### src/rtl/clk_div_pkg.sv
// Shared types, constants and helpers for the programmable clock-divider scheduler.
package clk_div_pkg;

    typedef enum logic [1:0] {
        STOP   = 2'd0,
        RUN    = 2'd1,
        SWITCH = 2'd2
    } state_e;

    localparam int unsigned MIN_DIV = 2;

    // High time of a divide-by-n period; done in 32 bits so n = 2^CNT_W-1 cannot overflow.
    function automatic int unsigned high_time(input int unsigned n);
        return (n + 1) >> 1;
    endfunction

endpackage

### src/rtl/clk_div_sched_if.sv
// Ratio reconfiguration channel: cfg_div is taken when cfg_valid && cfg_ready on a rising clk edge.
interface clk_div_sched_if #(
    parameter int CNT_W = 8
);
    logic             cfg_valid;
    logic [CNT_W-1:0] cfg_div;
    logic             cfg_ready;
    logic             cfg_err;

    modport master (
        output cfg_valid,
        output cfg_div,
        input  cfg_ready,
        input  cfg_err
    );

    modport slave (
        input  cfg_valid,
        input  cfg_div,
        output cfg_ready,
        output cfg_err
    );
endinterface

### src/rtl/clk_div_core.sv
// Period counter with wrap detection and registered-state output decode.
module clk_div_core
    import clk_div_pkg::*;
#(
    parameter int CNT_W = 8
) (
    input  logic             clk,
    input  logic             rst,
    input  logic             run,
    input  logic             restart,
    input  logic [CNT_W-1:0] div,
    output logic [CNT_W-1:0] cnt,
    output logic             boundary,
    output logic             div_out,
    output logic             tick_rise,
    output logic             tick_fall
);

    logic [CNT_W:0] high;

    assign high     = (CNT_W+1)'(high_time(32'(div)));
    assign boundary = run && (cnt == div - 1'b1);

    always_ff @(posedge clk) begin
        if (rst) begin
            cnt <= '0;
        end else if (!run || restart || boundary) begin
            cnt <= '0;
        end else begin
            cnt <= cnt + 1'b1;
        end
    end

    // run comes from registered state, so every output here is a pure function of flops.
    assign div_out   = run && ({1'b0, cnt} < high);
    assign tick_rise = run && (cnt == '0);
    assign tick_fall = run && ({1'b0, cnt} == high);

endmodule

### src/rtl/clk_div_sched.sv
// Run/stop and ratio-switch FSM around clk_div_core; ratio changes only land on period boundaries.
module clk_div_sched
    import clk_div_pkg::*;
#(
    parameter int CNT_W   = 8,
    parameter int DEF_DIV = 5
) (
    input  logic                   clk,
    input  logic                   rst,
    input  logic                   en,
    clk_div_sched_if.slave         cfg,
    output logic                   div_out,
    output logic                   tick_rise,
    output logic                   tick_fall,
    output logic                   busy,
    output logic [CNT_W-1:0]       cur_div,
    output logic [1:0]             state
);

    localparam logic [1:0] ST_STOP   = STOP;
    localparam logic [1:0] ST_RUN    = RUN;
    localparam logic [1:0] ST_SWITCH = SWITCH;

    logic [1:0]       state_nxt;
    logic [CNT_W-1:0] pend;
    logic [CNT_W-1:0] cnt;
    logic             boundary;
    logic             hs;
    logic             legal;
    logic             err_q;

    assign cfg.cfg_ready = (state != ST_SWITCH);
    assign cfg.cfg_err   = err_q;
    assign hs            = cfg.cfg_valid && cfg.cfg_ready;
    assign legal         = (cfg.cfg_div >= CNT_W'(MIN_DIV));
    assign busy          = (state != ST_STOP);

    always_comb begin
        state_nxt = state;
        case (state)
            ST_STOP: begin
                if (en) state_nxt = ST_RUN;
            end
            ST_RUN: begin
                // A legal request wins over a stop so the new ratio is still applied first.
                if (hs && legal)          state_nxt = ST_SWITCH;
                else if (boundary && !en) state_nxt = ST_STOP;
            end
            ST_SWITCH: begin
                if (boundary) state_nxt = en ? ST_RUN : ST_STOP;
            end
            default: state_nxt = ST_STOP;
        endcase
    end

    always_ff @(posedge clk) begin
        if (rst) begin
            state   <= ST_STOP;
            cur_div <= CNT_W'(DEF_DIV);
            pend    <= '0;
            err_q   <= 1'b0;
        end else begin
            state <= state_nxt;
            err_q <= hs && !legal;
            if (state == ST_RUN && hs && legal) begin
                pend <= cfg.cfg_div;
            end
            if (state == ST_STOP && hs && legal) begin
                cur_div <= cfg.cfg_div;
            end else if (state == ST_SWITCH && boundary) begin
                cur_div <= pend;
            end
        end
    end

    clk_div_core #(
        .CNT_W (CNT_W)
    ) u_core (
        .clk       (clk),
        .rst       (rst),
        .run       (busy),
        .restart   (state == ST_SWITCH && boundary),
        .div       (cur_div),
        .cnt       (cnt),
        .boundary  (boundary),
        .div_out   (div_out),
        .tick_rise (tick_rise),
        .tick_fall (tick_fall)
    );

endmodule
### src/flat_wrapper.sv
// flat-port wrapper written by rule: the top's interface ports become plain ports
module clk_div_sched_flat import clk_div_pkg::*;
#(
    parameter int CNT_W   = 8,
    parameter int DEF_DIV = 5
)
  (clk, rst, en, div_out, tick_rise, tick_fall, busy, cur_div, state, cfg_cfg_valid, cfg_cfg_div, cfg_cfg_ready, cfg_cfg_err);
  clk_div_sched_if #(.CNT_W(CNT_W)) cfg_i ();
  input  logic clk;
  input  logic rst;
  input  logic en;
  output logic div_out;
  output logic tick_rise;
  output logic tick_fall;
  output logic busy;
  output logic [CNT_W-1:0] cur_div;
  output logic [1:0] state;
  input wire logic [$bits(cfg_i.cfg_valid)-1:0] cfg_cfg_valid;
  input wire logic [$bits(cfg_i.cfg_div)-1:0] cfg_cfg_div;
  output wire logic [$bits(cfg_i.cfg_ready)-1:0] cfg_cfg_ready;
  output wire logic [$bits(cfg_i.cfg_err)-1:0] cfg_cfg_err;
  assign cfg_i.cfg_valid = cfg_cfg_valid;
  assign cfg_i.cfg_div = cfg_cfg_div;
  assign cfg_cfg_ready = cfg_i.cfg_ready;
  assign cfg_cfg_err = cfg_i.cfg_err;
  clk_div_sched #(.CNT_W(CNT_W), .DEF_DIV(DEF_DIV)) u_core (.clk(clk), .rst(rst), .en(en), .cfg(cfg_i), .div_out(div_out), .tick_rise(tick_rise), .tick_fall(tick_fall), .busy(busy), .cur_div(cur_div), .state(state));
endmodule
### config.mk
export PLATFORM = sky130hd
export DESIGN_NAME = clk_div_sched_flat
export DESIGN_NICKNAME = d
export VERILOG_FILES = /design/src/rtl/clk_div_pkg.sv /design/src/rtl/clk_div_sched_if.sv /design/src/rtl/clk_div_core.sv /design/src/rtl/clk_div_sched.sv /design/src/flat_wrapper.sv
export SDC_FILE = /design/constraint.sdc
export NUM_CORES = 1
export LEC_CHECK = 0
export BUFFER_PORTS_ARGS = -buffer_cell sky130_fd_sc_hd__buf_2
export CAP_MARGIN = 5
export CORE_MARGIN = 2
export CORE_UTILIZATION = 25
export DETAILED_ROUTE_END_ITERATION = 10
export PLACE_DENSITY_LB_ADDON = 0.1
export SYNTH_ARGS = -nofsm -noshare
export SYNTH_HDL_FRONTEND = slang
export SYNTH_SLANG_ARGS = --single-unit
### constraint.sdc
create_clock -name clk -period 4.5 [get_ports clk]
set_clock_uncertainty 0.2 [all_clocks]
set_input_delay 0.675 -clock clk [delete_from_list [all_inputs] [get_ports clk]]
set_output_delay 0.675 -clock clk [all_outputs]
set_load 0.02 [all_outputs]
== Yosys cells after proc, flatten, opt, wreduce, memory -nomap -nowiden ==
Index checks and enable logic that the tools add are counted.
Word-level totals
  word-level logic and storage cells: 50
  memories kept: 0
  RAM bits: 0
  memory bits (read-only): 0
  flip-flop bits (word level): 27
  bits in latches: 0
  output and inout bits: 16
Operators by class
  shift operators: 0
  muxes and demuxes: 8
  multipliers: 0
  order comparisons: 2
  equality and inequality tests: 8
  reduce and logical (&&, ||, !) cells: 24
  div/mod/pow operators: 0
  bitwise logic cells: 0
  add/subtract/negate cells: 3
Operators with widths (number)
  $mux 8: 2
  $logic_and 1x1->1: 13
  $add 8x1->9 const B: 1
  $eq 8x9->1: 1
  $lt 8x9->1: 1
  $add 8x1->8 const B: 1
  $eq 8x8->1: 1
  $ge 8x2->1 const B: 1
  $logic_not 8->1: 1
  $mux 2: 4
  $sub 8x1->8 const B: 1
  $ne 2x2->1 const B: 3
  $pmux 2 s3: 1
  $reduce_bool 2->1: 2
  $logic_not 1->1: 3
  $ne 3x1->1 const B: 1
  $reduce_and 3->1: 1
  $eq 2x1->1 const B: 1
  $eq 2x2->1 const B: 1
  $logic_not 2->1: 1
  $logic_or 1x1->1: 2
  $reduce_or 2->1: 1
  $mux 1: 1

== Longest topological paths before layout ==
  depth after elaboration: 7
  mapped depth: 11
  mapped depth without buffers: 10

== Hierarchy ==
From an unflattened synthesis, not the netlist that was laid out.
Second synthesis, totals
  cells, all modules: 202
  area total of the unflattened synthesis: 1860.5 µm²
By module, submodules not included
  clk_div_core: seq. area each 160.2 µm², instances 1, cells an instance 112, area each 967.2 µm²
  clk_div_sched: seq. area each 380.4 µm², instances 1, cells an instance 90, area each 893.4 µm²

== Worst setup path before layout ==
No wires, ideal clock.
  path type: register -> output
  start point: register u_core.cur_div[2]
  end point: output port div_out
  path slack: 560 ps
  data arrival time: 3065 ps
  stages on the path, launching flop included: 11
  data required time: 3625 ps
  path through: dfxtp_1 > buf_1 > xnor2_1 > ha_1 > nor2b_1 > o21a_1 > o21a_1 > o21a_1 > o21ai_0 > a21oi_1 > a2111oi_0
Between the ends
  word-level cells in the longest chain between the ends: 3
RTL lines
  start: declaration: line clk_div_sched.sv:16  | output logic [CNT_W-1:0] cur_div,
  start signal: assignment: line clk_div_sched.sv:59  | cur_div <= CNT_W'(DEF_DIV);
  start signal: assignment: line clk_div_sched.sv:69  | cur_div <= cfg.cfg_div;
  start signal: assignment: line clk_div_sched.sv:71  | cur_div <= pend;
  $add 8x1->9: line clk_div_pkg.sv:14  | return (n + 1) >> 1;
  $lt 8x9->1: line clk_div_core.sv:35  | assign div_out = run && ({1'b0, cnt} < high);
  $logic_and 1x1->1: line clk_div_core.sv:35
  end: declaration: line flat_wrapper.sv:12  | output logic div_out;
Every way passes these cells.

== Worst setup path after layout ==
  start point: register u_core.cur_div[0]
  end point: output port div_out
Same word-level chain as after synthesis.

==> results.yml <==
placement:
  hpwlAfterDp_um: 3530
  place_area_mm2: 0.00192
  gp_congestion: 0.773
  dpl.cell_count: 305
  place.port_buffers: 27
yosys:
  postSynthAreaPerCell_um2: 8.29
  synth_ff_type: "sky130_fd_sc_hd__dfxtp_1"
  synth_area_leader_cell: "sky130_fd_sc_hd__dfxtp_1"
  synth-warning-count: 0
  post_synth_inst_count: 209
  synth.top_cells.by_area: "sky130_fd_sc_hd__dfxtp_1 31%, sky130_fd_sc_hd__ha_1 8.7%, sky130_fd_sc_hd__mux2i_1 8.7%"
  number_of_enable_type_register_cells_in_the_synthesized_netlist: 0
  netlist_area_mm2: 0.00173
  yosys_register_bits: 27
  synth-async-reset-ratio: 0
  mappedNetlistNets: 233
  synth-seq-area-share: 0.312
  synth_cell_type_count: 39
  synthDominantCellAreaShare: 0.312
timing:
  fin_crit_ps: 3690
  setup_viol: 0
  fmaxAchievable_mhz: 271
  worst-slew-pin-transition_ps: 585
  finalCritPeriodShare: 0.820
  grt_setup_unrepaired: "no"
  max_transition_viols_final: 0
  timing.setup.tns_ps: 0
  slew_headroom: 0.609
  hold_viol_final: 0
cells_and_area:
  finish.net_count: 254
  insertedDiodeCount: 0
  finalInstanceArea_mm2: 0.00196
  final_design_utilization: 0.291
  drive_gt1_frac: 0.144
  non_filler_instance_count_after_layout: 309
  areaGrowthSynthToFinish_pct: 13.3
clock_tree:
  cts_num_sinks: 27
  cts.clk_slew.worst_paths_ps: 90
  cts.root.buffer_cell: "sky130_fd_sc_hd__clkbuf_8"
  cts_resized: 0
  hold_buffers: 0
  cts.path.max_buffers: 2
  tritoncts: "built"
  cts_inserted_buffers: 3
  post_cts_setup_buffers: 0
  cts_htree_levels: 1
  clock_insertion_delay_worst_skew_ps: 270
grt:
  antenna_violations_before_repair: 0
  first_pass_grt_wire_length_um: 7610
  overflow: 0
  gr-usage-all-layers: 0.128
  via_count_of_the_first_global_routing_pass: 1451
  grt_max_degree: 20
floorplan:
  io_pins: 28
  die_x_um: 87.3
  floorplan.die_area_mm2: 0.00761
  floorplan.rows: 30
  initial_core_util: 0.256
  core_area_mm2: 0.00676
  dieHeight_um: 87.3
drt:
  drt-pass1-iter-count: 4
  post_drt_wl_per_cell_um: 14.7
  drt_first_iter_violations: 69
  routed_wl_um: 4540
  route.detailed.drc: 0
  num_vias: 1499
  remaining_antenna_violation_count: 0
  via_per_inst: 4.85
critical_path:
  most_frequent_cell_on_the_critical_path: "sky130_fd_sc_hd__o21a_1"
  worst_ep_required_time_ps: 3620
  crit_path_start_kind: "register"
  critical_path.endpoint_type: "output port"
  worstPathArrival_ps: 2820
  worstPathMaxFanout: 10
  slowest_delay_ps: 540
  worstPathCellList: "ha_1 -> xnor2_1 -> ha_1 -> nor2b_1 -> o21a_1 -> o21a_1 -> o21a_1 -> o21ai_0 -> a21oi_1 -> a2111oi_0 -> buf_2"
  setup_cp_type: "register to output port"
  critical_path.slowest_cell: "sky130_fd_sc_hd__dfxtp_1"
worst_hold_path:
  timing.hold.worst.class: "register to register"
pwr:
  peakVddDrop_mv: 0.109
  post-layout-total-power_w: 0.000540
  power.density_mw_per_mm2: 275
  p_leak_nw: 0.873
outcome:
  outcome: "finished, final reports clean"
flow_run:
  max-cap-violations: 0
final timing paths:
| check | from | to | slack, ps | cells past startpoint |
|---|---|---|---|---|
| worst max-delay path | u_core.cur_div[0]$_SDFFE_PP1P_ | div_out | 810 | 11 |
| worst min-delay path | u_core.pend[7]$_SDFFE_PP0P_ | u_core.pend[7]$_SDFFE_PP0P_ | 300 | 2 |
| worst max register to register | u_core.cur_div[0]$_SDFFE_PP1P_ | u_core.u_core.cnt[6]$_SDFF_PP0_ | 1830 | 9 |
| worst min register to register | u_core.pend[7]$_SDFFE_PP0P_ | u_core.pend[7]$_SDFFE_PP0P_ | 300 | 2 |
layout make-up:
class / instances / area (um2)
clock buffer: 4 / 45.0
timing repair buffer: 27 / 135
inverter: 10 / 37.5
multi-input combinational: 161 / 1100
sequential: 27 / 541
fill: 750 / 4790
tap: 80 / 100
sequential cells by signal, summed over array words and instances (netlist names):
register and cells:
u_core.pend 8, u_core.state 2, u_core.cur_div 8, u_core.cfg.cfg_err 1, u_core.u_core.cnt 8
metrics by stage:
step | hold WS [ps] | setup WS, ps
2_1_floorplan | 263 | 560
4_1_cts | 307 | 775
6_report | 300 | 808
3_3_place_gp | 278 | 1130
3_5_place_dp | 283 | 1110
5_1_grt | 346 | 476
layout by cell type (no fill, tap or decap), drive strengths merged:
cell,synthesis,routed
o21ai,3,3
nor2b,3,3
or2,1,1
nor3b,1,1
buf,4,27
clkbuf,7,4
dfxtp,27,27
and2,1,1
nor4,4,4
inv,10,10
o21a,3,3
xor2,14,14
xnor2,6,6
nand3b,1,1
o2bb2ai,2,2
a31oi,3,3
nand4,4,4
nand3,14,14
or4,2,2
a211o,1,1
a211oi,1,1
o211ai,1,1
nor4b,2,2
a21oi,6,6
a2111oi,2,2
nor3,7,7
nand2,20,20
mux2i,15,15
o31ai,2,2
a22oi,1,1
ha,12,12
nor2,23,23
o2111ai,1,1
and3,5,5
power breakdown:
group          internal (W)  leakage, nW  total [W]  switching, W
Clock             0.0000635       0.0228   0.000140     0.0000764
Combinational     0.0000502        0.630   0.000127     0.0000772
Sequential         0.000250        0.220   0.000273     0.0000228
metal layers:
| layer | vias to the layer above | part of all wire | GRT usage |
|---|---|---|---|
| met1 | 699 | 0.47 | 0.172 |
| met4 | 0 | 0.013 | 0.0392 |
| li1 | 775 | - | - |
| met2 | 21 | 0.48 | 0.208 |
| met3 | 4 | 0.029 | 0.0227 |
| met5 | - | 0 | 0 |
critical path: cells and delay by family, from the launching register on:
family | cells | cell delay [ps]
flip-flops | 1 | 540
AND/OR/NAND/NOR | 1 | 130
adder cells (fa/ha/maj) | 2 | 500
buffers and inverters | 1 | 230
AO/OA/AOI/OAI | 6 | 1010
XOR/XNOR | 1 | 130
cells in the mapped netlist, types with 2 or more instances:
library cell,number
sky130_fd_sc_hd__and3_1,5
sky130_fd_sc_hd__o2bb2ai_1,2
sky130_fd_sc_hd__nor4b_1,2
sky130_fd_sc_hd__inv_1,10
sky130_fd_sc_hd__nor3_1,7
sky130_fd_sc_hd__nand4_1,4
sky130_fd_sc_hd__xnor2_1,6
sky130_fd_sc_hd__nand3_1,14
sky130_fd_sc_hd__nor4_1,4
sky130_fd_sc_hd__or4_1,2
sky130_fd_sc_hd__ha_1,12
sky130_fd_sc_hd__o21a_1,3
sky130_fd_sc_hd__nor2_1,23
sky130_fd_sc_hd__a31oi_1,3
sky130_fd_sc_hd__mux2i_1,15
sky130_fd_sc_hd__dfxtp_1,27
sky130_fd_sc_hd__o21ai_1,2
sky130_fd_sc_hd__o31ai_1,2
sky130_fd_sc_hd__nand2_1,19
sky130_fd_sc_hd__nor2b_1,3
sky130_fd_sc_hd__buf_1,2
sky130_fd_sc_hd__a21oi_1,6
sky130_fd_sc_hd__clkbuf_1,7
sky130_fd_sc_hd__xor2_1,14
cells by family after synthesis:
| kind of cell | share of synthesized area |
|---|---|
| AND/OR/NAND/NOR | 0.251 |
| flip-flops | 0.312 |
| AO/OA/AOI/OAI | 0.113 |
| buffers and inverters | 0.0505 |
| XOR/XNOR | 0.101 |
| multiplexers | 0.0866 |
| adder cells (fa/ha/maj) | 0.0866 |
No activity file was read; power rests on OpenSTA's default activity.
